`src/rtl/screen_rom_ctrl.sv`:
```
// Title-screen ROM read sequencer: maps pixel ticks to ROM addresses and realigns ROM data.
// Optional 1-pixel 8'hFF frame around the image: define SCREEN_BORDER_EN.
module screen_rom_ctrl #(
  parameter int          IMG_W    = 471,
  parameter int          IMG_H    = 250,
  parameter int          X0       = 84,
  parameter int          Y0       = 115,
  parameter logic [7:0]  BG_COLOR = 8'h00,
  parameter int          ROM_LAT  = 1
) (
  input  logic        i_clk,
  input  logic        i_rst_n,
  input  logic        i_pix_tick,
  input  logic [9:0]  i_x,
  input  logic [9:0]  i_y,
  input  logic        i_video_on,
  input  logic        i_frame_start,
  input  logic        i_enable,
  output logic [16:0] o_rom_addr,
  input  logic [7:0]  i_rom_data,
  output logic [7:0]  o_pixel,
  output logic        o_pixel_valid,
  output logic        o_active,
  output logic        o_busy
);

  localparam logic [9:0]  X_LO     = 10'(X0);
  localparam logic [9:0]  X_HI     = 10'(X0 + IMG_W);
  localparam logic [9:0]  Y_LO     = 10'(Y0);
  localparam logic [9:0]  Y_HI     = 10'(Y0 + IMG_H);
  localparam logic [16:0] ADDR_MAX = 17'(IMG_W * IMG_H - 1);

  typedef enum logic [1:0] {IDLE, ARM, ACTIVE, DRAIN} state_e;
  state_e state_q, state_d;

  always_ff @(posedge i_clk or negedge i_rst_n) begin
    if (!i_rst_n) state_q <= IDLE;
    else          state_q <= state_d;
  end

  // Enable changes take effect only at frame boundaries, except leaving ARM/entering ACTIVE from DRAIN.
  always_comb begin
    state_d = state_q;
    case (state_q)
      IDLE:   if (i_enable) state_d = ARM;
      ARM:    if (!i_enable) state_d = IDLE;
              else if (i_frame_start) state_d = ACTIVE;
      ACTIVE: if (!i_enable) state_d = DRAIN;
      DRAIN:  if (i_enable) state_d = ACTIVE;
              else if (i_frame_start) state_d = IDLE;
      default: state_d = IDLE;
    endcase
  end

  assign o_active = (state_q == ACTIVE) || (state_q == DRAIN);
  assign o_busy   = (state_q != IDLE);

  logic in_win, rom_tick;
  assign in_win = i_video_on && (i_x >= X_LO) && (i_x < X_HI) &&
                  (i_y >= Y_LO) && (i_y < Y_HI);
  assign rom_tick = i_pix_tick && in_win && o_active;

  // Raster order inside the window makes the address a running count of window ticks.
  logic [16:0] cnt_q, cnt_d, addr_q, addr_d;
  always_comb begin
    cnt_d  = cnt_q;
    addr_d = addr_q;
    if (rom_tick) begin
      addr_d = cnt_q;
      if (cnt_q != ADDR_MAX) cnt_d = cnt_q + 17'd1;
    end
    if (i_frame_start) cnt_d = '0;
  end

  always_ff @(posedge i_clk or negedge i_rst_n) begin
    if (!i_rst_n) begin
      cnt_q  <= '0;
      addr_q <= '0;
    end else begin
      cnt_q  <= cnt_d;
      addr_q <= addr_d;
    end
  end

  assign o_rom_addr = addr_q;

  // Flags ride alongside the ROM read so the last stage lines up with i_rom_data.
  logic [ROM_LAT:0] vld_q, rom_q;
  logic [7:0]       pix_q;
  logic             pv_q;

`ifdef SCREEN_BORDER_EN
  localparam logic [9:0] X_RL = 10'(X0 - 1);
  localparam logic [9:0] Y_RL = 10'(Y0 - 1);
  logic             on_ring, brd_tick;
  logic [ROM_LAT:0] brd_q;
  assign on_ring = i_video_on &&
    ((((i_x == X_RL) || (i_x == X_HI)) && (i_y >= Y_RL) && (i_y <= Y_HI)) ||
     (((i_y == Y_RL) || (i_y == Y_HI)) && (i_x >= X_RL) && (i_x <= X_HI)));
  assign brd_tick = i_pix_tick && on_ring && o_active;

  always_ff @(posedge i_clk or negedge i_rst_n) begin
    if (!i_rst_n) brd_q <= '0;
    else          brd_q <= {brd_q[ROM_LAT-1:0], brd_tick};
  end
`endif

  always_ff @(posedge i_clk or negedge i_rst_n) begin
    if (!i_rst_n) begin
      vld_q <= '0;
      rom_q <= '0;
      pv_q  <= 1'b0;
      pix_q <= BG_COLOR;
    end else begin
      vld_q <= {vld_q[ROM_LAT-1:0], i_pix_tick};
      rom_q <= {rom_q[ROM_LAT-1:0], rom_tick};
      pv_q  <= vld_q[ROM_LAT];
      if (vld_q[ROM_LAT]) begin
        if (rom_q[ROM_LAT]) pix_q <= i_rom_data;
`ifdef SCREEN_BORDER_EN
        else if (brd_q[ROM_LAT]) pix_q <= 8'hFF;
`endif
        else pix_q <= BG_COLOR;
      end
    end
  end

  assign o_pixel       = pix_q;
  assign o_pixel_valid = pv_q;

endmodule

```
`config.mk`:
```
export PLATFORM = sky130hd
export DESIGN_NAME = screen_rom_ctrl
export DESIGN_NICKNAME = d
export VERILOG_FILES = /design/src/rtl/screen_rom_ctrl.sv
export SDC_FILE = /design/constraint.sdc
export NUM_CORES = 1
export LEC_CHECK = 0
export ABC_AREA = 1
export BUFFER_PORTS_ARGS = -buffer_cell sky130_fd_sc_hd__buf_2
export CORE_ASPECT_RATIO = 1.2
export CORE_UTILIZATION = 49
export DETAILED_ROUTE_END_ITERATION = 7
export PLACE_DENSITY = 0.74
export SLEW_MARGIN = 10
export SYNTH_ARGS = -nofsm -noshare
export SYNTH_HDL_FRONTEND = slang
export SYNTH_SLANG_ARGS = --single-unit
export TNS_END_PERCENT = 5
```
`constraint.sdc`:
```
create_clock -name i_clk -period 3.05 [get_ports i_clk]
set_input_delay 0.4575 -clock i_clk [delete_from_list [all_inputs] [get_ports i_clk]]
set_output_delay 0.4575 -clock i_clk [all_outputs]
set_load 0.1 [all_outputs]
```
==> results of run 1 <==
-- worst max-delay path, stage by stage (launching register included) --
cell	delay (ns)
dfrtp_1	0.43
inv_1	0.10
ha_1	0.18
nand3_1	0.09
nor3_2	0.14
nand4_2	0.52
nand3_1	0.28
nand2_1	0.07
-- logic make-up (layout without fill, tap and decap cells) --
group	Yosys count	count (layout)	synth area share, %
xor gates and xnor gates	11	11	3.59
adders and majority gates	2	2	0.931
DFF	49	49	45.6
AOI/OAI and AO/OA	27	27	5.03
and+or+nand+nor	203	203	36.1
buffers and inverters	52	107	8.76
-- metrics by stage --
stage / worst slack [ns] / power, mW
2_1_floorplan: 1.37 / 1.06
3_3_place_gp: 1.01 / 1.13
3_5_place_dp: 0.973 / 1.14
4_1_cts: 1.10 / 1.68
5_1_grt: 0.939 / 1.73
6_report: 1.12 / 1.67
-- Yosys cell counts --
cell type,n
nand2_1,87
dfrtp_1,49
nand3_1,44
nor2_1,41
inv_1,33
o21ai_0,18
nand3_2,11
xor2_1,10
nand4_1,6
o21ai_1,6
buf_2,5
clkbuf_1,5
inv_2,4
a21oi_1,3
buf_6,3
ha_1,2
nand2_4,2
nor2_2,2
nor2_4,2
nor3_1,2
nor3_2,2
buf_8,1
clkinv_1,1
nand2_2,1
nand3b_1,1
nand4_2,1
or2_2,1
xnor2_1,1
-- state kept, by name, indices dropped and copies added (netlist names), named ones only --
| register | count |
|---|---|
| cnt_q | 17 |
| o_pixel | 8 |
| vld_q | 2 |
| o_rom_addr | 17 |
| o_pixel_valid | 1 |
| rom_q | 2 |
| state_q | 1 |
-- power breakdown --
group          switching [mW]  leakage, nW  internal [mW]
Clock                   0.216       0.0687          0.330
Combinational           0.330        0.849         0.0755
Sequential             0.0297        0.669          0.686
Total                   0.575         1.59           1.09
-- worst min-delay path by stage --
stage                     startpoint   endpoint  slack (ns)  cells past startpoint
after CTS                 i_pix_tick   vld_q[0]        0.26                      1
after floorplan              i_rst_n  async pin        0.16                      0
after global placement      rom_q[0]   rom_q[1]        0.33                      0
after detailed placement    rom_q[0]   rom_q[1]        0.34                      0
after global routing      i_pix_tick   vld_q[0]        0.26                      1
final                     i_pix_tick   vld_q[0]        0.27                      1
-- layout make-up --
cell class / count / area (um2)
fillers: 490 / 2180
inverters: 38 / 143
flip-flops and latches: 49 / 1230
repair buffers: 61 / 305
multi-input cells: 243 / 1220
well taps: 62 / 77.6
clock inverters: 3 / 68.8
clock buffers: 5 / 68.8
-- metal layers --
| layer | share of wire, % | routed length, um | vias to the layer above | global-route usage, % |
|---|---|---|---|---|
| li1 | - | - | 1197 | - |
| met1 | 43 | 2310 | 1057 | 23.1 |
| met2 | 49 | 2620 | 67 | 36.5 |
| met3 | 5.1 | 270 | 11 | 3.76 |
| met4 | 2.1 | 112 | 0 | 8.53 |
| met5 | 0 | 0 | - | 0 |
==> run_results.csv, run 1 <==
group,metric,value,unit
status,outcome,"complete, no violations",
critical_path,endpoint,"cnt_q[14]",
critical_path,start_kind,"flip-flop",
final_layout,final_common_cell,"nand2_1",
clock_network,cts_tree,"done",
final_layout,synthToLayoutAreaGrowth,15.9,%
clock_network,cts-root-buf,"clkbuf_8",
logic_synthesis,synth_seq_area_share,45.6,%
power_and_ir_drop,peakVddDrop,0.000381,V
grt,grt_first_pass_wirelength,9.56,mm
logic_synthesis,synth_top_area_share,45.6,%
clock_network,insertion_delay,0.30,ns
timing,hold_viol,0,
logic_synthesis,ys_types,28,
critical_path,path_class,"flip-flop to flip-flop",
routing,drcViolationCount,0,
timing,slew_headroom,30.6,%
place,io_buffers,61,
floorplanning,pin_count,62,
final_layout,finalInstanceArea,0.00311,mm2
clock_network,cts.clk_slew.worst_paths,0.09,ns
place,place_area,0.00298,mm2
routing,first_pass_iters,4,
timing,min_period,1.93,ns
critical_path,crit_start,"cnt_q[1]",
timing,worstMarginPinSlew,1.04,ns
routing,via_count,2332,
place,dp_hpwl,3.97,mm
critical_path,critPathCaptureType,"flip-flop",
final_layout,diodes,0,
grt,grt_antenna_before_repair,0,
logic_synthesis,syn_area_per_cell,7.81,um2
clock_network,htreeDepth,2,
routing,initialDrtViolationCount,132,
grt,grt_max_degree,50,
final_layout,nets,434,
critical_path,r2r-start,"cnt_q[1]",
final_layout,utilization,58.8,%
final_layout,drive_above_1_share,23.8,%
floorplanning,start_util,50.7,%
floorplanning,die_y,83.1,um
critical_path,r2r-end,"cnt_q[14]",
logic_synthesis,syn_area,0.00269,mm2
grt,overflow,0,
logic_synthesis,ys_ff_latch,49,
timing,final_max_slew_viol_count,0,
timing,fmax,519,MHz
place,dp_cells,453,
floorplanning,rows,29,
timing,rsz0062_at_grt,"no",
floorplanning,fp.coreArea,0.00530,mm2
timing,whs,0.266,ns
critical_path,ff2ff_setup_slack,1.12,ns
power_and_ir_drop,p_per_area,535,mW/mm2
final_layout,final_cell_mix,"87 x nand2_1, 61 x buf_2, 49 x dfrtp_1",
logic_synthesis,syn_nets,380,
clock_network,ctsLongestPathBuffers,2,
job,cap_violations,0,
critical_path,arrival,2.12,ns
critical_path,rr_worst_depth,7,
power_and_ir_drop,leakagePower,1.59,nW
routing,wl_per_cell,11.5,um
timing,finalCritPeriodShare,63.1,%
logic_synthesis,synth_area_leaders,"dfrtp_1 46%, nand2_1 12%, nand3_1 8.2%, nor2_1 5.7%, inv_1 4.6%",
logic_synthesis,synth_cells,344,
place,gp_congestion,0.887,
clock_network,cts_setup_buffers,0,
timing,setup_viol,0,
routing,wl,5.31,mm
timing,fin_setup_tns,0,ns
timing,fin_skew,0.00678,ns
critical_path,cp.required,3.24,ns
floorplanning,die_w,69.6,um
final_layout,layout.cells.non_filler,461,
clock_network,cts-hold-fix-buffers,0,
grt,grt_pass1_vias,2274,
routing,viasPerCell,5.06,
clock_network,cts_buffers,5,
floorplanning,die_area,0.00578,mm2
logic_synthesis,yosys.area.top_type,"dfrtp_1",
clock_network,clkSinkCount,49,
clock_network,cts_resized,0,
critical_path,critPathMaxFanout,17,
grt,grt_usage,20.2,%
routing,ant_nets,0,
logic_synthesis,yosys_warnings,0,
min_path,hold_class,"primary input to flip-flop",
(Power assumes the default switching activity.)
==> run 2: changes to the inputs <==
clock period = 2 ns   (was 3.05 ns; I/O delays follow)
==> run_results.csv, run 2 (synthesis results as in run 1) <==
group,metric,value,unit
critical_path,critPathCaptureType,"flip-flop",
clock_network,ctsLongestPathBuffers,2,
place,io_buffers,61,
critical_path,critPathMaxFanout,8,
final_layout,synthToLayoutAreaGrowth,16.9,%
critical_path,crit_chain,"nand3_1 -> nor2_1 -> nand3_1 -> nand2_1 -> nand2_1 -> nor2_1 -> nand3_1 -> nand2_1",
routing,initialDrtViolationCount,158,
critical_path,crit_start,"cnt_q[2]",
timing,fin_skew,0.00426,ns
clock_network,cts_buffers,5,
critical_path,start_kind,"flip-flop",
floorplanning,die_w,69.6,um
critical_path,ff2ff_setup_slack,0.30,ns
power_and_ir_drop,power_frac_seq,44.5,%
critical_path,arrival,1.95,ns
routing,wl_per_cell,12.4,um
critical_path,r2r-end,"cnt_q[15]",
critical_path,endpoint,"cnt_q[15]",
place,gp_congestion,0.929,
clock_network,cts-hold-fix-buffers,0,
timing,rsz0062_at_grt,"no",
critical_path,r2r-start,"cnt_q[2]",
grt,overflow,0,
clock_network,insertion_delay,0.30,ns
timing,setup_viol,0,
routing,drcViolationCount,0,
status,violations,"negative hold slack",
timing,whs,-0.0138,ns
power_and_ir_drop,power_frac_comb,25.5,%
min_path,hold_class,"primary input to async pin",
critical_path,cp.required,2.24,ns
floorplanning,start_util,50.7,%
timing,hold_viol,23,
status,outcome,"finished with violations",
grt,grt_max_degree,29,
floorplanning,pin_count,62,
floorplanning,fp.coreArea,0.00530,mm2
routing,via_count,2414,
final_layout,utilization,59.3,%
power_and_ir_drop,pwr-share-clk,30.0,%
final_layout,final_common_cell,"nand2_1",
final_layout,drive_above_1_share,24.6,%
critical_path,path_class,"flip-flop to flip-flop",
routing,viasPerCell,5.19,
final_layout,diodes,0,
routing,wl,5.78,mm
critical_path,max_stage_delay,0.51,ns
timing,slew_headroom,60.7,%
floorplanning,die_y,83.1,um
floorplanning,die_area,0.00578,mm2
clock_network,cts_setup_buffers,0,
power_and_ir_drop,p_int,1.57,mW
timing,final_max_slew_viol_count,0,
timing,worstMarginPinSlew,0.589,ns
critical_path,cp_slowest_cell,"dfrtp_1",
place,dp_hpwl,4.34,mm
timing,min_period,1.70,ns
clock_network,cts.clk_slew.worst_paths,0.09,ns
grt,grt_pass1_vias,2432,
final_layout,nets,438,
critical_path,rr_worst_depth,8,
final_layout,final_cell_mix,"87 x nand2_1, 61 x buf_2, 49 x dfrtp_1",
power_and_ir_drop,switching_share,36.0,%
grt,grt_first_pass_wirelength,10.4,mm
clock_network,cts_tree,"done",
power_and_ir_drop,netSwitchingPower,0.884,mW
place,post-place-ws,0.296,ns
grt,grt_usage,22.0,%
timing,finalCritPeriodShare,85.0,%
clock_network,clkSinkCount,49,
timing,postLayoutSetupSlackWorst,0.299,ns
routing,first_pass_iters,4,
grt,grt_antenna_before_repair,0,
clock_network,cts-root-buf,"clkbuf_8",
critical_path,cp_top_family,"simple AND/OR/NAND/NOR gates",
power_and_ir_drop,peakVddDrop,0.000449,V
clock_network,cts_resized,0,
timing,fmax,588,MHz
timing,fin_setup_tns,0,ns
routing,ant_nets,0,
power_and_ir_drop,leakagePower,1.60,nW
floorplanning,rows,29,
power_and_ir_drop,p_per_area,782,mW/mm2
job,cap_violations,0,
critical_path,path_buf_inv,0,
critical_path,cp.depth,8,
clock_network,htreeDepth,2,
run 2: cell types whose count changed in the layout (fill, tap and decap cells not counted):
cell / change
buf_4: +3
bufinv_16: -1
clkinvlp_4: +1
inv_6: -1
clkbuf_8: +1
buf_12: +1
run 2: layer usage:
metal | up-vias | global-route usage [%] | wire length [um]
met4 | 0 | 10.8 | 173
li1 | 1206 | - | -
met5 | - | 0 | 0
met3 | 13 | 2.91 | 306
met2 | 87 | 39.9 | 2920
met1 | 1108 | 25.1 | 2380
run 2: worst min path at each step:
stage | to | slack (ns) | depth (start not counted)
finish | o_pixel[0] | -0.01 | 1
global route | o_pixel[1] | 0.02 | 1
CTS | o_pixel[0] | 0.009 | 1
detailed placement | o_pixel[0] | 0.34 | 1
global placement | o_pixel[1] | 0.33 | 1
floorplan | async pin | 0.004 | 0
run 2: through the flow:
stage | power, mW | area (um2) | instances | hold WS (ns)
after global routing | 2.56 | 3140 | 465 | 0.0247
after detailed placement | 1.74 | 3020 | 457 | 0.340
final | 2.46 | 3140 | 465 | -0.0138
after global placement | 1.73 | 3020 | 457 | 0.328
after CTS | 2.48 | 3140 | 465 | 0.00884
after floorplan | 1.62 | 2690 | 344 | 0.00441
run 2: cell type report:
cell class | instances | area, um2
Multi-Input combinational cell | 243 | 1220
Clock buffer | 6 | 82.6
Tap cell | 62 | 77.6
Fill cell | 491 | 2160
Inverter | 38 | 143
Timing Repair Buffer | 65 | 348
Clock inverter | 2 | 37.5
Sequential cell | 49 | 1230
run 2: power by group through the flow:
stage | Clock (mW) | Sequential (mW) | Combinational [mW]
after floorplan | 0 | 1.29 | 0.324
after global placement | 0 | 1.11 | 0.623
after detailed placement | 0 | 1.11 | 0.629
after CTS | 0.752 | 1.09 | 0.632
after global routing | 0.788 | 1.10 | 0.667
final | 0.737 | 1.09 | 0.626
